## config.mk

```make
export PLATFORM = sky130hd
export DESIGN_NAME = if_id_fetch_stage
export DESIGN_NICKNAME = d
export VERILOG_FILES = /design/src/rtl/if_id_fetch_stage_pkg.sv /design/src/rtl/if_id_fetch_stage_if_id_reg.sv /design/src/rtl/if_id_fetch_stage.sv
export SDC_FILE = /design/constraint.sdc
export NUM_CORES = 1
export LEC_CHECK = 0
export CAP_MARGIN = 25
export CORE_UTILIZATION = 64
export CTS_CLUSTER_SIZE = 30
export DETAILED_ROUTE_END_ITERATION = 7
export DONT_BUFFER_PORTS = 1
export PLACE_DENSITY = 0.8
export SLEW_MARGIN = 20
export SYNTH_ARGS = -nofsm -noshare
export SYNTH_HDL_FRONTEND = slang
export SYNTH_HIERARCHICAL = 1
export SYNTH_SLANG_ARGS = --single-unit
```

## constraint.sdc

```tcl
create_clock -name clk_i -period 5.2 [get_ports clk_i]
set_input_delay 0.78 -clock clk_i [delete_from_list [all_inputs] [get_ports clk_i]]
set_output_delay 0.78 -clock clk_i [all_outputs]
set_load 0.01 [all_outputs]
```

## src/rtl/if_id_fetch_stage_pkg.sv

```systemverilog
// Shared definitions for the IF stage: defaults, FSM encoding, instruction
// field positions and the fetch payload carried into IF/ID.
package if_id_fetch_stage_pkg;

    localparam int unsigned XLEN   = 32;
    localparam int unsigned REG_W  = 5;
    localparam int unsigned RS_MSB = 25;
    localparam int unsigned RS_LSB = 21;
    localparam int unsigned RT_MSB = 20;
    localparam int unsigned RT_LSB = 16;

    localparam logic [XLEN-1:0] DEF_RESET_PC  = 32'h0000_0000;
    localparam logic [XLEN-1:0] DEF_NOP_INSTR = 32'h0000_0000;  // sll $0,$0,0

    typedef enum logic [1:0] {
        ST_REQ   = 2'd0,
        ST_HOLD  = 2'd1,
        ST_DRAIN = 2'd2
    } fetch_state_e;

    typedef struct packed {
        logic [XLEN-1:0] instr;
        logic [XLEN-1:0] pc_plus4;
    } fetch_pkt_t;

    // Force a fetch address onto a word boundary.
    function automatic logic [XLEN-1:0] word_align(input logic [XLEN-1:0] a);
        return a & ~XLEN'(3);
    endfunction

endpackage

```

## src/rtl/if_id_fetch_stage_if_id_reg.sv

```systemverilog
// IF/ID pipeline register.
// Ports: clk/rst (async active-high), hold (keep contents), load (capture
// load_pkt as a real instruction); neither hold nor load inserts a bubble.
// Outputs: instr, pc_plus4, valid, and the rs/rt fields of instr.
module if_id_fetch_stage_if_id_reg
    import if_id_fetch_stage_pkg::*;
#(
    parameter logic [XLEN-1:0] NOP_INSTR = DEF_NOP_INSTR
) (
    input  logic             clk,
    input  logic             rst,
    input  logic             hold,
    input  logic             load,
    input  fetch_pkt_t       load_pkt,
    output logic [XLEN-1:0]  instr,
    output logic [XLEN-1:0]  pc_plus4,
    output logic             valid,
    output logic [REG_W-1:0] rs,
    output logic [REG_W-1:0] rt
);

    // Hold has priority over load; anything else becomes a bubble.
    always_ff @(posedge clk or posedge rst) begin
        if (rst) begin
            instr    <= NOP_INSTR;
            pc_plus4 <= '0;
            valid    <= 1'b0;
        end else if (!hold) begin
            if (load) begin
                instr    <= load_pkt.instr;
                pc_plus4 <= load_pkt.pc_plus4;
                valid    <= 1'b1;
            end else begin
                instr    <= NOP_INSTR;
                pc_plus4 <= '0;
                valid    <= 1'b0;
            end
        end
    end

    // Register fields straight off the held instruction for the hazard unit.
    assign rs = instr[RS_MSB:RS_LSB];
    assign rt = instr[RT_MSB:RT_LSB];

endmodule

```

## src/rtl/if_id_fetch_stage.sv

```systemverilog
// IF stage of the 5-stage MIPS pipeline: PC register, instruction-memory
// request handshake (REQ/HOLD/DRAIN FSM with one-entry hold buffer) and the
// IF/ID pipeline register.
// Ports: clk_i, rst_i (async active-high); stall_i, redirect_i/redirect_pc_i
// from ID/EX; imem_req_o/imem_addr_o/imem_ack_i/imem_rdata_i memory port;
// IF_ID_* registered instruction, PC+4, valid and rs/rt fields.
module if_id_fetch_stage
    import if_id_fetch_stage_pkg::*;
#(
    parameter logic [XLEN-1:0] RESET_PC  = DEF_RESET_PC,
    parameter logic [XLEN-1:0] NOP_INSTR = DEF_NOP_INSTR
) (
    input  logic             clk_i,
    input  logic             rst_i,
    input  logic             stall_i,
    input  logic             redirect_i,
    input  logic [XLEN-1:0]  redirect_pc_i,
    output logic             imem_req_o,
    output logic [XLEN-1:0]  imem_addr_o,
    input  logic             imem_ack_i,
    input  logic [XLEN-1:0]  imem_rdata_i,
    output logic [XLEN-1:0]  IF_ID_instr_o,
    output logic [XLEN-1:0]  IF_ID_pc_plus4_o,
    output logic             IF_ID_valid_o,
    output logic [REG_W-1:0] IF_ID_RS_o,
    output logic [REG_W-1:0] IF_ID_RT_o
);

    fetch_state_e    state_q, state_n;
    logic [XLEN-1:0] pc_q, pc_n;
    logic [XLEN-1:0] pend_q, pend_n;
    fetch_pkt_t      buf_q, buf_n;
    logic            req_q;

    logic [XLEN-1:0] pc_plus4;
    logic [XLEN-1:0] redir_pc;
    logic            id_hold;
    logic            id_load;
    fetch_pkt_t      id_pkt;

    assign pc_plus4 = pc_q + XLEN'(4);
    assign redir_pc = word_align(redirect_pc_i);

    // State, PC, pending redirect target, hold buffer and request flag.
    always_ff @(posedge clk_i or posedge rst_i) begin
        if (rst_i) begin
            state_q <= ST_REQ;
            pc_q    <= RESET_PC;
            pend_q  <= RESET_PC;
            buf_q   <= '0;
            req_q   <= 1'b1;
        end else begin
            state_q <= state_n;
            pc_q    <= pc_n;
            pend_q  <= pend_n;
            buf_q   <= buf_n;
            req_q   <= (state_n != ST_HOLD);
        end
    end

    // Next-state, PC update and IF/ID control.
    always_comb begin
        state_n = state_q;
        pc_n    = pc_q;
        pend_n  = pend_q;
        buf_n   = buf_q;
        id_hold = 1'b0;
        id_load = 1'b0;
        id_pkt  = '{instr: imem_rdata_i, pc_plus4: pc_plus4};

        // IF/ID: redirect flushes, stall holds, else load what arrived or bubble.
        if (redirect_i) begin
            id_hold = 1'b0;
        end else if (stall_i) begin
            id_hold = 1'b1;
        end else if (state_q == ST_REQ && imem_ack_i) begin
            id_load = 1'b1;
        end else if (state_q == ST_HOLD) begin
            id_load = 1'b1;
            id_pkt  = buf_q;
        end

        case (state_q)
            ST_REQ: begin
                if (imem_ack_i) begin
                    if (redirect_i) begin
                        pc_n = redir_pc;
                    end else begin
                        pc_n = pc_plus4;
                        if (stall_i) begin
                            buf_n   = '{instr: imem_rdata_i, pc_plus4: pc_plus4};
                            state_n = ST_HOLD;
                        end
                    end
                end else if (redirect_i) begin
                    // Request in flight: keep the address, fetch target later.
                    pend_n  = redir_pc;
                    state_n = ST_DRAIN;
                end
            end
            ST_HOLD: begin
                if (redirect_i) begin
                    pc_n    = redir_pc;
                    state_n = ST_REQ;
                end else if (!stall_i) begin
                    state_n = ST_REQ;
                end
            end
            ST_DRAIN: begin
                if (redirect_i) begin
                    pend_n = redir_pc;
                end
                if (imem_ack_i) begin
                    // Stale data is dropped; the latest redirect target wins.
                    pc_n    = redirect_i ? redir_pc : pend_q;
                    state_n = ST_REQ;
                end
            end
            default: begin
                state_n = ST_REQ;
            end
        endcase
    end

    assign imem_req_o  = req_q;
    assign imem_addr_o = pc_q;

    if_id_fetch_stage_if_id_reg #(
        .NOP_INSTR (NOP_INSTR)
    ) u_if_id_reg (
        .clk      (clk_i),
        .rst      (rst_i),
        .hold     (id_hold),
        .load     (id_load),
        .load_pkt (id_pkt),
        .instr    (IF_ID_instr_o),
        .pc_plus4 (IF_ID_pc_plus4_o),
        .valid    (IF_ID_valid_o),
        .rs       (IF_ID_RS_o),
        .rt       (IF_ID_RT_o)
    );

endmodule

```

# Word level (Yosys, flattened, before mapping)
# Index checks and enable logic that the tools add are counted.
# Widths: inputs -> output; s select.
# totals
output_inout_bits	108
register_bits	196
in_bits	69
# classes
addsub	1
bitwise	1
n_eq_ne	7
mux	29
reduce_logical	7
# ops
op	n
$mux 32	8
$mux 64	4
$pmux 32 s3	1
$pmux 32 s2	1
$add 32x3->32 const B	1
$mux 2	7
$ne 2x2->1 const B	4
$reduce_and 4->1	2
$mux 1	7
$pmux 2 s3	1
$reduce_bool 3->1	1
$eq 2x1->1 const B	1
$eq 2x2->1 const B	1
$logic_not 2->1	1
$ne 2x1->1 const B	1
$reduce_and 2->1	1
$reduce_bool 2->1	1
$logic_and 1x1->1	1
$not 1->1	1

# Longest topological paths before layout
# depth
ltp_word	6
mapped_depth	10
depth_no_buf	7

# Hierarchy
# The synthesis kept the hierarchy.
# modules_own_cells
mod	area_each_um2	n_inst	cells_each
if_id_fetch_stage	7409.6	1	750
if_id_fetch_stage_if_id_reg	2382.3	1	156

# Worst setup path before layout
# Ideal clock, no wire load.
# synth_timing
path_kind	input to register
from	input port redirect_i
to	register u_if_id_reg.instr[16]
path_stages	8
arrival_time_ns	2.232
t_required_ns	5.079
setup_slack_ns	2.847
cell_sequence	buf_2 -> buf_1 -> clkbuf_1 -> a211oi_1 -> nor2b_1 -> buf_4 -> buf_6 -> a22o_1
# synth_via
elab_chain_cells	2
word_cells_on_any_way	4
cone_classes	mux (4)
# synth_lines
item	line	rtl
from (decl)	if_id_fetch_stage.sv:16	input logic redirect_i,
$mux 1	if_id_fetch_stage.sv:72	if (redirect_i) begin
via id_load	if_id_fetch_stage.sv:38	logic id_load;
$mux 32	if_id_fetch_stage_if_id_reg.sv:29	if (load) begin
to (signal assigned)	if_id_fetch_stage_if_id_reg.sv:30	instr <= load_pkt.instr;
to (decl)	if_id_fetch_stage_if_id_reg.sv:15	output logic [XLEN-1:0] instr,
# The timed path passes the listed nets, and every way through them passes these cells.
# A chain may end at the register's enable or synchronous reset.

# Worst setup path after layout
# layout_timing
from	register state_q[1]
to	register pc_q[26] (netlist: imem_addr_o[26])
# layout_via
elab_chain_cells	3
word_cells_on_any_way	9
cone_classes	eq/ne (5); mux (1); reduce/logical (3)
# layout_lines
item	line	rtl
from (decl)	if_id_fetch_stage.sv:29	fetch_state_e state_q, state_n;
from (signal assigned)	if_id_fetch_stage.sv:53	state_q <= state_n;
$eq 2x2->1, or another cell as far along	if_id_fetch_stage.sv:83	case (state_q)
$ne 2x2->1 (no line) / $reduce_bool 3->1 (equally long branches)	-	
$reduce_and 4->1 (no line)	-	
to (signal assigned)	if_id_fetch_stage.sv:54	pc_q <= pc_n;
to (decl)	if_id_fetch_stage.sv:30	logic [XLEN-1:0] pc_q, pc_n;
# Several ways; a longest one is shown, not always the timed one.

==> results.json <==
{
  "hp-class": "in2async",
  "power_density_nw_per_um2": 585,
  "r2r_slack_ns": 2.12,
  "rows": 44,
  "synthDistinctLibCells": 64,
  "slew_violations": 0,
  "worstPathRequired_ns": 5.59,
  "insertedDiodeCount": 0,
  "start_util_pct": 66.4,
  "grt_max_degree": 95,
  "areaGrowthSynthToFinish_pct": 5.53,
  "vias_per_cell": 6.71,
  "rsz0062_at_grt": "false",
  "cts_resized": 0,
  "reg2reg_depth": 8,
  "p_int_mw": 3.70,
  "yosysWarnings": 6,
  "io-pin-count": 177,
  "syn_area_um2": 9790,
  "place_hpwl_mm": 15.3,
  "synth_edf_count": 0,
  "final_common_cell": "dfrtp_1",
  "setup_tns_ns": 0,
  "violations": "design-rule violations",
  "fin_nets": 932,
  "slew_headroom_pct": 34.3,
  "arrival_ns": 3.47,
  "overflow": 0,
  "crit_path_start_kind": "flop",
  "tritoncts": "done",
  "wl_per_cell_um": 21.8,
  "cts_made_buffers": 17,
  "placed_area_um2": 9720,
  "clk_latency_ns": 0.44,
  "die_x_um": 126,
  "drtPass1Iterations": 8,
  "finish.instance_area_um2": 10300,
  "clock_skew_ns": 0.0261,
  "ys_async_sr_fraction_pct": 100,
  "synth_seq_area_share_pct": 50.1,
  "clockPowerShare_pct": 21.6,
  "die_h_um": 126,
  "synth_cells": 906,
  "drt-initial-drc-count": 792,
  "htreeDepth": 4,
  "yosysTopAreaCell": "dfrtp_1",
  "syn-num-nets": 981,
  "worstSetupPathType": "reg2reg",
  "drive_gt1_share_pct": 19.5,
  "yosys_register_bits": 196,
  "maxCapViolations": 0,
  "rr_endpoint": "imem_addr_o[26]",
  "end_kind": "flop",
  "seqPwrFrac_pct": 44.3,
  "power.leakage_nw": 4.56,
  "vdd_ir_drop_max_mv": 0.393,
  "clockRootBuffer": "clkbuf_16",
  "max_freq_mhz": 324,
  "portBuffers": 0,
  "finalSetupViolations": 0,
  "grt_pass1_wl_mm": 37.3,
  "switchingPower_mw": 2.35,
  "grt_pass1_vias": 6965,
  "period_share_pct": 59.3,
  "core-area_um2": 14800,
  "cts_sinks": 196,
  "worst_slew_pin_slew_ns": 0.985,
  "period_minus_slack_ns": 3.08,
  "post_cts_buffers": 0,
  "avgSynthCellArea_um2": 10.8,
  "comb_power_share_pct": 34.0,
  "antenna_found_initial": 0,
  "synthFlopType": "dfrtp_1",
  "vias": 7068,
  "die-area_um2": 15800,
  "grt_usage_pct": 30.0,
  "ys_top_cells_by_area": "dfrtp_1, mux2_2, a22o_1",
  "switching_share_pct": 38.9,
  "yosys.area.top_type_share_pct": 49.8,
  "hold_buffers": 0,
  "final_cell_mix": "dfrtp_1, mux2_2, a21oi_1, nand2_1, a22o_1",
  "cts_max_path_buffers": 2,
  "drc": 18,
  "gp_congestion": 0.869,
  "drtAntennaViolNets": 0,
  "r2r-start": "state_q[1]",
  "drt-total-wl_mm": 23.0,
  "hold_viol_final": 0,
  "crit_fanout": 26,
  "path_clk_slew_ns": 0.07,
  "outcome": "complete, but fails checks"
}
-- cell usage after synthesis, types with 8 or more instances --
cell	count
mux2_2	100
nor2_1	48
buf_4	14
o21ai_0	47
nor3_1	12
nand3_1	19
mux2i_1	8
a22o_1	67
a21oi_1	77
nand2_1	74
dfrtp_1	195
buf_2	12
a21o_1	8
xor2_1	15
inv_1	13
a211oi_1	9
xnor2_1	13
clkbuf_1	40
-- flip-flops by register name, summed over array words and instances, names as in the netlist --
| name | flops |
|---|---|
| u_if_id_reg/valid | 1 |
| u_if_id_reg/instr | 32 |
| buf_q | 64 |
| imem_addr_o | 32 |
| state_q | 2 |
| imem_req_o | 1 |
| u_if_id_reg/pc_plus4 | 32 |
| pend_q | 32 |
-- worst max-delay path by stage --
stage / startpoint / endpoint / depth (start not counted)
2_1_floorplan: rst_i / buf_q[0] / 1
3_3_place_gp: stall_i / imem_req_o / 5
3_5_place_dp: stall_i / imem_req_o / 5
4_1_cts: state_q[1] / imem_addr_o[26] / 8
5_1_grt: state_q[1] / imem_addr_o[26] / 8
6_report: state_q[1] / imem_addr_o[26] / 8
-- kinds of logic (layout without fill, tap and decap cells) --
logic type	after synthesis	count (layout)	share of synthesized area, %
adder cells (fa/ha/maj)	6	6	0.767
flip-flops	196	196	50.1
multiplexers	108	108	12.3
AND/OR/NAND/NOR	200	200	10.1
XOR/XNOR	28	28	2.50
buffers and inverters	96	60	5.15
AO/OA/AOI/OAI	272	272	19.0
-- critical path, stage by stage, from the launching register on --
cell	delay (ns)
dfrtp_1	0.48
inv_1	0.15
ha_1	0.52
nor2b_1	0.38
or3_1	0.74
buf_4	0.38
nor3_1	0.09
a21oi_1	0.15
o21a_1	0.13
-- metal layers --
layer / vias to the layer above / wire length, um / track usage [%]
met5: - / 0 / 0
met4: 0 / 414 / 10.7
met3: 35 / 2160 / 9.60
met2: 363 / 10900 / 46.8
met1: 3446 / 9510 / 39.7
li1: 3224 / - / -
-- power groups by stage --
| stage | Sequential, mW | Combinational, mW | Clock [mW] |
|---|---|---|---|
| after floorplan | 2.49 | 1.70 | 0 |
| after global placement | 2.65 | 1.93 | 0 |
| after detailed placement | 2.70 | 2.02 | 0 |
| after CTS | 2.67 | 2.04 | 1.33 |
| after global routing | 2.75 | 2.28 | 1.39 |
| final | 2.68 | 2.06 | 1.31 |
-- area by class of cell --
class	count	area (um2)
Sequential cell	196	4910
Fill cell	1082	4420
Timing Repair Buffer	15	145
Tap cell	184	230
Clock buffer	19	453
Multi-Input combinational cell	614	4410
Clock inverter	13	134
Inverter	13	51.3
-- metrics by stage --
stage          utilization (%)  hold slack [ns]  power [mW]  cells  setup WS, ns
2_1_floorplan                -            0.451        4.19    906         0.924
3_3_place_gp              65.7            0.462        4.58   1020          2.06
3_5_place_dp              65.9            0.471        4.72   1021          1.92
4_1_cts                   69.9            0.221        6.04   1053          2.17
5_1_grt                   70.0            0.241        6.42   1054          1.86
6_report                  70.0            0.214        6.05   1054          2.12
(Power assumes the default switching activity.)
